<file path="src/rtl/serdes_prbs_pkg.sv">
// Shared types and helpers for the SERDES PRBS link tester: lane states,
// PRBS7 taps and seed, training pattern, priming and slip limits.
package serdes_prbs_pkg;

   typedef enum logic [1:0] {
      ST_IDLE  = 2'd0,
      ST_TRAIN = 2'd1,
      ST_PRBS  = 2'd2,
      ST_FAIL  = 2'd3
   } lane_state_e;

   // x^7 + x^6 + 1: next bit = bit 7 ago XOR bit 6 ago
   localparam int         PRBS_TAP_HI = 6;
   localparam int         PRBS_TAP_LO = 5;
   localparam logic [6:0] PRBS_SEED   = 7'h7F;

   function automatic logic [7:0] train_pat(input int width);
      logic [7:0] p;
      p = '0;
      for (int i = 0; i < width / 2; i++) p[i] = 1'b1;
      return p;
   endfunction

   function automatic int prime_words(input int width);
      return (7 + width - 1) / width;
   endfunction

   function automatic int max_slips(input int width);
      return 2 * width;
   endfunction

endpackage

</file>
<file path="src/rtl/serdes_prbs_lane.sv">
// One tester lane: train/bitslip alignment FSM, PRBS7 generator,
// self-synchronising PRBS7 checker and saturating error counter.
module serdes_prbs_lane
   import serdes_prbs_pkg::*;
#(
   parameter int DATA_WIDTH    = 8,
   parameter int LOCK_COUNT    = 16,
   parameter int SLIP_WAIT     = 3,
   parameter int ERR_CNT_WIDTH = 16
) (
   input  logic                     clk,
   input  logic                     rst_n,
   input  logic                     enable,
   input  logic                     clear,
   input  logic                     inject,
   input  logic [DATA_WIDTH-1:0]    rx_data,
   output logic [DATA_WIDTH-1:0]    tx_data,
   output logic                     bitslip,
   output logic                     locked,
   output logic                     fail,
   output logic [ERR_CNT_WIDTH-1:0] err_count
);

   localparam logic [7:0]               PAT_FULL  = train_pat(DATA_WIDTH);
   localparam logic [DATA_WIDTH-1:0]    TRAIN_PAT = PAT_FULL[DATA_WIDTH-1:0];
   localparam int                       PRIME     = prime_words(DATA_WIDTH);
   localparam int                       SLIPS     = max_slips(DATA_WIDTH);
   localparam logic [ERR_CNT_WIDTH-1:0] CNT_ONE   = {{(ERR_CNT_WIDTH-1){1'b0}}, 1'b1};

   lane_state_e             state_q;
   logic [DATA_WIDTH-1:0]   tx_q;
   logic                    bitslip_q, locked_q, fail_q, started_q;
   logic [ERR_CNT_WIDTH-1:0] err_q;
   logic [6:0]              gen_q, gen_d, hist_q, hist_d;
   logic [15:0]             match_q;
   logic [7:0]              wait_q;
   logic [4:0]              slip_q;
   logic [3:0]              prime_q;
   logic [DATA_WIDTH-1:0]   gen_word, inj_mask;
   logic                    word_err, count_en;

   always_comb begin
      gen_d    = gen_q;
      hist_d   = hist_q;
      gen_word = '0;
      word_err = 1'b0;
      for (int i = 0; i < DATA_WIDTH; i++) begin
         gen_word[i] = gen_d[PRBS_TAP_HI] ^ gen_d[PRBS_TAP_LO];
         gen_d       = {gen_d[5:0], gen_word[i]};
         word_err    = word_err | (hist_d[PRBS_TAP_HI] ^ hist_d[PRBS_TAP_LO] ^ rx_data[i]);
         hist_d      = {hist_d[5:0], rx_data[i]};
      end
      inj_mask    = '0;
      inj_mask[0] = inject;
      count_en    = enable && (state_q == ST_PRBS) && started_q && (prime_q == 4'd0);
   end

   always_ff @(posedge clk) begin
      if (!rst_n) begin
         state_q   <= ST_IDLE;
         tx_q      <= '0;
         bitslip_q <= 1'b0;
         locked_q  <= 1'b0;
         fail_q    <= 1'b0;
         err_q     <= '0;
         gen_q     <= PRBS_SEED;
         hist_q    <= '0;
         match_q   <= '0;
         wait_q    <= '0;
         slip_q    <= '0;
         prime_q   <= '0;
         started_q <= 1'b0;
      end else begin
         bitslip_q <= 1'b0;
         hist_q    <= hist_d;
         if (clear)
            err_q <= '0;
         else if (count_en && word_err && (err_q != '1))
            err_q <= err_q + CNT_ONE;

         if (!enable) begin
            state_q  <= ST_IDLE;
            tx_q     <= '0;
            locked_q <= 1'b0;
            fail_q   <= 1'b0;
         end else begin
            case (state_q)
               ST_IDLE: begin
                  // Entry wait flushes stale words still in the loopback path.
                  state_q <= ST_TRAIN;
                  tx_q    <= TRAIN_PAT;
                  wait_q  <= 8'(SLIP_WAIT);
                  match_q <= '0;
                  slip_q  <= '0;
               end
               ST_TRAIN: begin
                  if (wait_q != 8'd0) begin
                     wait_q <= wait_q - 8'd1;
                  end else if (rx_data == TRAIN_PAT) begin
                     if (match_q == 16'(LOCK_COUNT - 1)) begin
                        state_q   <= ST_PRBS;
                        locked_q  <= 1'b1;
                        gen_q     <= PRBS_SEED;
                        started_q <= 1'b0;
                     end else begin
                        match_q <= match_q + 16'd1;
                     end
                  end else begin
                     match_q <= '0;
                     if (slip_q == 5'(SLIPS)) begin
                        state_q <= ST_FAIL;
                        fail_q  <= 1'b1;
                        tx_q    <= '0;
                     end else begin
                        bitslip_q <= 1'b1;
                        slip_q    <= slip_q + 5'd1;
                        wait_q    <= 8'(SLIP_WAIT);
                     end
                  end
               end
               ST_PRBS: begin
                  tx_q  <= gen_word ^ inj_mask;
                  gen_q <= gen_d;
                  // Priming starts with the first non-training word, so the
                  // loopback latency never shows up as errors.
                  if (!started_q) begin
                     if (rx_data != TRAIN_PAT) begin
                        started_q <= 1'b1;
                        prime_q   <= 4'(PRIME - 1);
                     end
                  end else if (prime_q != 4'd0) begin
                     prime_q <= prime_q - 4'd1;
                  end
               end
               default: ;
            endcase
         end
      end
   end

   assign tx_data   = tx_q;
   assign bitslip   = bitslip_q;
   assign locked    = locked_q;
   assign fail      = fail_q;
   assign err_count = err_q;

endmodule

</file>
<file path="src/rtl/serdes_prbs_tester.sv">
// Multi-lane SERDES PRBS7 link tester top: lane array plus error_any.
// Optional SERDES_PRBS_ERR_INJECT_EN adds per-lane single-bit error injection.
module serdes_prbs_tester
   import serdes_prbs_pkg::*;
#(
   parameter int DATA_WIDTH    = 8,
   parameter int CHANNELS      = 4,
   parameter int LOCK_COUNT    = 16,
   parameter int SLIP_WAIT     = 3,
   parameter int ERR_CNT_WIDTH = 16
) (
   input  logic                              clk,
   input  logic                              rst_n,
   input  logic                              enable,
   input  logic                              clear,
   output logic [CHANNELS*DATA_WIDTH-1:0]    tx_data,
   input  logic [CHANNELS*DATA_WIDTH-1:0]    rx_data,
   output logic [CHANNELS-1:0]               bitslip,
   output logic [CHANNELS-1:0]               locked,
   output logic [CHANNELS-1:0]               fail,
   output logic [CHANNELS*ERR_CNT_WIDTH-1:0] err_count,
   output logic                              error_any
`ifdef SERDES_PRBS_ERR_INJECT_EN
   ,
   input  logic [CHANNELS-1:0]               inject
`endif
);

   logic [CHANNELS-1:0] inject_w;
   logic [CHANNELS-1:0] lane_nz;
   logic                error_any_q;

`ifdef SERDES_PRBS_ERR_INJECT_EN
   assign inject_w = inject;
`else
   assign inject_w = '0;
`endif

   genvar gi;
   generate
      for (gi = 0; gi < CHANNELS; gi++) begin : g_lane
         serdes_prbs_lane #(
            .DATA_WIDTH   (DATA_WIDTH),
            .LOCK_COUNT   (LOCK_COUNT),
            .SLIP_WAIT    (SLIP_WAIT),
            .ERR_CNT_WIDTH(ERR_CNT_WIDTH)
         ) u_lane (
            .clk      (clk),
            .rst_n    (rst_n),
            .enable   (enable),
            .clear    (clear),
            .inject   (inject_w[gi]),
            .rx_data  (rx_data[gi*DATA_WIDTH +: DATA_WIDTH]),
            .tx_data  (tx_data[gi*DATA_WIDTH +: DATA_WIDTH]),
            .bitslip  (bitslip[gi]),
            .locked   (locked[gi]),
            .fail     (fail[gi]),
            .err_count(err_count[gi*ERR_CNT_WIDTH +: ERR_CNT_WIDTH])
         );
         assign lane_nz[gi] = |err_count[gi*ERR_CNT_WIDTH +: ERR_CNT_WIDTH];
      end
   endgenerate

   always_ff @(posedge clk) begin
      if (!rst_n) error_any_q <= 1'b0;
      else        error_any_q <= |lane_nz;
   end

   assign error_any = error_any_q;

endmodule

</file>
<file path="config.mk">
export PLATFORM = sky130hd
export DESIGN_NAME = serdes_prbs_tester
export DESIGN_NICKNAME = d
export VERILOG_FILES = /design/src/rtl/serdes_prbs_pkg.sv /design/src/rtl/serdes_prbs_lane.sv /design/src/rtl/serdes_prbs_tester.sv
export SDC_FILE = /design/constraint.sdc
export NUM_CORES = 1
export LEC_CHECK = 0
export CAP_MARGIN = 20
export CORE_MARGIN = 5
export CORE_UTILIZATION = 55
export DETAILED_ROUTE_END_ITERATION = 7
export HOLD_SLACK_MARGIN = 0.08
export PLACE_DENSITY = 0.78
export SLEW_MARGIN = 0
export SYNTH_ARGS = -nofsm -noshare
export SYNTH_HDL_FRONTEND = slang
export SYNTH_SLANG_ARGS = --single-unit
</file>
<file path="constraint.sdc">
create_clock -name clk -period 5.6 [get_ports clk]
set_input_delay 1.12 -clock clk [delete_from_list [all_inputs] [get_ports clk]]
set_output_delay 1.12 -clock clk [all_outputs]
set_load 0.05 [all_outputs]
</file>
==> results.py <==
metrics = {
    "outcome": {
        "outcome": "finished, final reports clean",
    },
    "cts": {
        "cts-buffers-inserted": 35,
        "cts_max_path_buffers": 3,
        "cts_sinks": 309,
        "post_cts_resized": 0,
        "clockRootBuffer": "clkbuf_16",
        "cts_tree": "yes",
        "cts.clk_slew.worst_paths_ps": 60,
        "clock_latency_ps": 520,
        "post_cts_buffers": 0,
        "htreeDepth": 2,
        "cts_hold_buf": 0,
    },
    "finish": {
        "syn2layout_area_growth_pct": 17.7,
        "fin_util_pct": 65.0,
        "nNetsFinal": 2061,
        "stdcell_area_mm2": 0.0185,
        "n_antenna_cell": 0,
        "final.fill_count": 2383,
        "drive_above_1_share_pct": 5.31,
    },
    "yosys": {
        "avgSynthCellArea_um2": 8.42,
        "ys_ff_latch": 309,
        "yosys_warnings": 0,
        "seq_area_frac_synth_pct": 39.3,
        "async_reset_ff_share_pct": 0,
        "syn_area_mm2": 0.0157,
        "ys.flop_type": "dfxtp_1",
        "yosysUniqueCellTypes": 72,
        "synth_edf_count": 0,
        "synth_cells": 1870,
        "syn_nets": 1962,
    },
    "setup_path": {
        "r2r-start": "g_lane[0].u_lane.state_q[0]",
        "crit_path_start": "rx_data[13]",
        "crit_type": "input pin to flop",
        "critPathLaunchType": "input pin",
        "crit_fanout": 12,
        "critical-path-slowest-cell": "o211ai_1",
        "critPathCaptureType": "flop",
        "crit_buf_inv": 1,
        "critPathArrivalTime_ps": 3710,
        "path_cells": "clkdlybuf4s50_1 -> nor4_1 -> nand4_1 -> o211ai_1 -> nor3_1 -> xnor2_1 -> nor2_1",
        "critPathRequiredTime_ps": 5980,
        "cp_top_family": "simple AND/OR/NAND/NOR gates",
        "critPathMaxStageDelay_ps": 790,
    },
    "flow_run": {
        "cap_violations": 0,
    },
    "sta": {
        "hold_slack_ps": 450,
        "clock_skew_ps": 16.2,
        "period_share_pct": 59.5,
        "slew-limit-headroom_pct": 22.9,
        "period_minus_slack_ps": 3330,
        "tns_ps": 0,
        "maxSlewViolCount": 0,
        "worstMarginPinSlew_ps": 1160,
        "hold_viol_final": 0,
        "rsz0062_at_grt": "no",
        "fmax_mhz": 300,
        "finalSetupViolations": 0,
    },
    "pwr": {
        "p_leak_uw": 0.00661,
        "power_density_mw_per_mm2": 272,
        "peakVddDrop_uv": 218,
    },
    "drt": {
        "routed_wl_mm": 37.3,
        "drtIter0Drc": 1001,
        "vias_per_cell": 5.78,
        "drc": 0,
        "ant_nets": 0,
        "wl_per_cell_um": 15.7,
        "vias": 13800,
        "detail_route.first_pass.iterations": 6,
    },
    "grt": {
        "grt_pass1_vias": 13000,
        "antenna_found_initial": 0,
        "grt-ovfl-total": 0,
        "grt_pass1_wl_mm": 61.2,
        "grt_usage_pct": 22.4,
        "grt_start_max_net_pins": 75,
    },
    "place": {
        "port_buffers": 144,
        "dp_hpwl_mm": 26.0,
        "place_congestion": 0.836,
        "place_area_mm2": 0.0173,
    },
    "hold_path": {
        "hp-start": "g_lane[2].u_lane.tx_data[2]",
        "hold_class": "flop to flop",
    },
    "die": {
        "io_pins": 145,
        "start_util_pct": 55.3,
        "fp.dieH_um": 179,
        "core_mm2": 0.0285,
        "num_rows": 62,
        "fp.dieW_um": 179,
        "die_area_mm2": 0.0321,
    },
}
## through the flow
stage | setup slack [ps] | power (uW) | instances
2_1_floorplan | 2590 | 2630 | 1870
3_3_place_gp | 1850 | 2740 | 2312
3_5_place_dp | 1760 | 2760 | 2312
4_1_cts | 2300 | 5080 | 2376
5_1_grt | 1970 | 5240 | 2380
6_report | 2270 | 5040 | 2380
## synth_stat cells, types with 4 or more instances
cell	instances	share of area, %
a31oi_1	10	0.40
or3_1	34	1.4
o221a_2	5	0.36
o22ai_1	5	0.20
a21boi_0	17	0.81
o41ai_1	4	0.22
nor4_1	45	1.8
nor4b_1	7	0.39
or4_1	35	1.7
nor2_1	164	3.9
inv_1	76	1.8
buf_4	12	0.57
buf_1	6	0.14
nand2_1	197	4.7
buf_2	7	0.22
nand3_1	86	2.7
o311a_1	4	0.25
o31ai_1	36	1.7
a21oi_1	85	2.7
o21a_1	8	0.38
or3b_2	13	0.72
a211oi_1	4	0.19
nor4bb_1	4	0.25
dfxtp_1	309	39
nand3b_1	6	0.29
mux2i_1	36	2.3
xor2_1	72	4.0
o21ai_1	7	0.22
and3_1	35	1.4
nor2b_1	11	0.44
or2_2	4	0.16
nand4b_1	10	0.56
and2_1	39	1.6
ha_1	56	4.5
nand2b_1	14	0.56
o21ai_0	65	2.1
o211a_1	7	0.45
nor3b_1	9	0.43
nand4_1	47	1.9
clkbuf_1	66	1.6
o211ai_1	10	0.48
xnor2_1	88	4.9
and4_1	9	0.50
nor3_1	57	1.8
## layout make-up
| cell class | count | area, um^2 | share of cell area (%) |
|---|---|---|---|
| Sequential cell | 309 | 6190 | 33.4 |
| Clock buffer | 54 | 1030 | 5.55 |
| Timing Repair Buffer | 154 | 1520 | 8.19 |
| Tap cell | 384 | 480 | 2.59 |
| Clock inverter | 10 | 143 | 0.770 |
| Multi-Input combinational cell | 1393 | 8880 | 47.9 |
| Inverter | 76 | 285 | 1.54 |
## cell families (layout without fill, tap and decap cells)
logic type                 count (synthesis)  count (layout)  share of synthesized area, %
adders and majority gates                 56              56                          4.45
AOI/OAI and AO/OA                        298             298                          12.2
muxes                                     37              37                          2.36
xor gates and xnor gates                 163             163                          9.33
DFF                                      309             309                          39.3
buffers and inverters                    168             294                          4.40
and+or+nand+nor                          839             839                          27.9
## where the power goes
group,switching [uW],total [uW],internal (uW)
Combinational,272,434,162
Sequential,38.1,2280,2240
Clock,917,2330,1410
## registers in the layout (all words and copies together), names as in the netlist, 8 cells and up
name / flops
g_lane.u_lane.state_q: 8
g_lane.u_lane.err_count: 64
g_lane.u_lane.prime_q: 16
g_lane.u_lane.wait_q: 32
g_lane.u_lane.hist_q: 28
g_lane.u_lane.tx_data: 32
g_lane.u_lane.match_q: 64
g_lane.u_lane.slip_q: 20
g_lane.u_lane.gen_q: 28
## placed cells by master (no fill, tap or decap), types with 34 or more instances in the layout
master / count
inv_1: 76
nor4_1: 45
or4_1: 35
and2_1: 39
nand3_1: 86
clkdlybuf4s50_1: 142
nand4_1: 47
xnor2_1: 88
and3_1: 35
or3_1: 34
ha_1: 56
o31ai_1: 36
o21ai_0: 65
clkbuf_16: 35
xor2_1: 72
mux2i_1: 36
nor3_1: 56
nor2_1: 164
nand2_1: 196
dfxtp_1: 309
a21oi_1: 85
## path summary, 6_finish.rpt
kind,end,cells after the start,slack [ps]
worst max-delay path,g_lane[1].u_lane.match_q[13],7,2270
worst min-delay path,g_lane[2].u_lane.tx_data[2],2,450
worst max register to register,g_lane[0].u_lane.match_q[13],7,2700
worst min register to register,g_lane[2].u_lane.tx_data[2],2,450
## worst register-to-register path, delay by kind of cell, from the launching register on
kind / cells / cell delay [ps]
AOI/OAI and AO/OA: 2 / 780
xor gates and xnor gates: 1 / 160
and+or+nand+nor: 3 / 650
DFF: 1 / 420
adders and majority gates: 1 / 790
## per-layer routing
metal | up-vias | track usage, % | routed length [um]
met3 | 62 | 3.71 | 2140
met2 | 341 | 37.5 | 17500
li1 | 6845 | - | -
met4 | 0 | 5.97 | 709
met5 | - | 0 | 0
met1 | 6508 | 30.2 | 17000
Power figures use the tool's default switching activity.
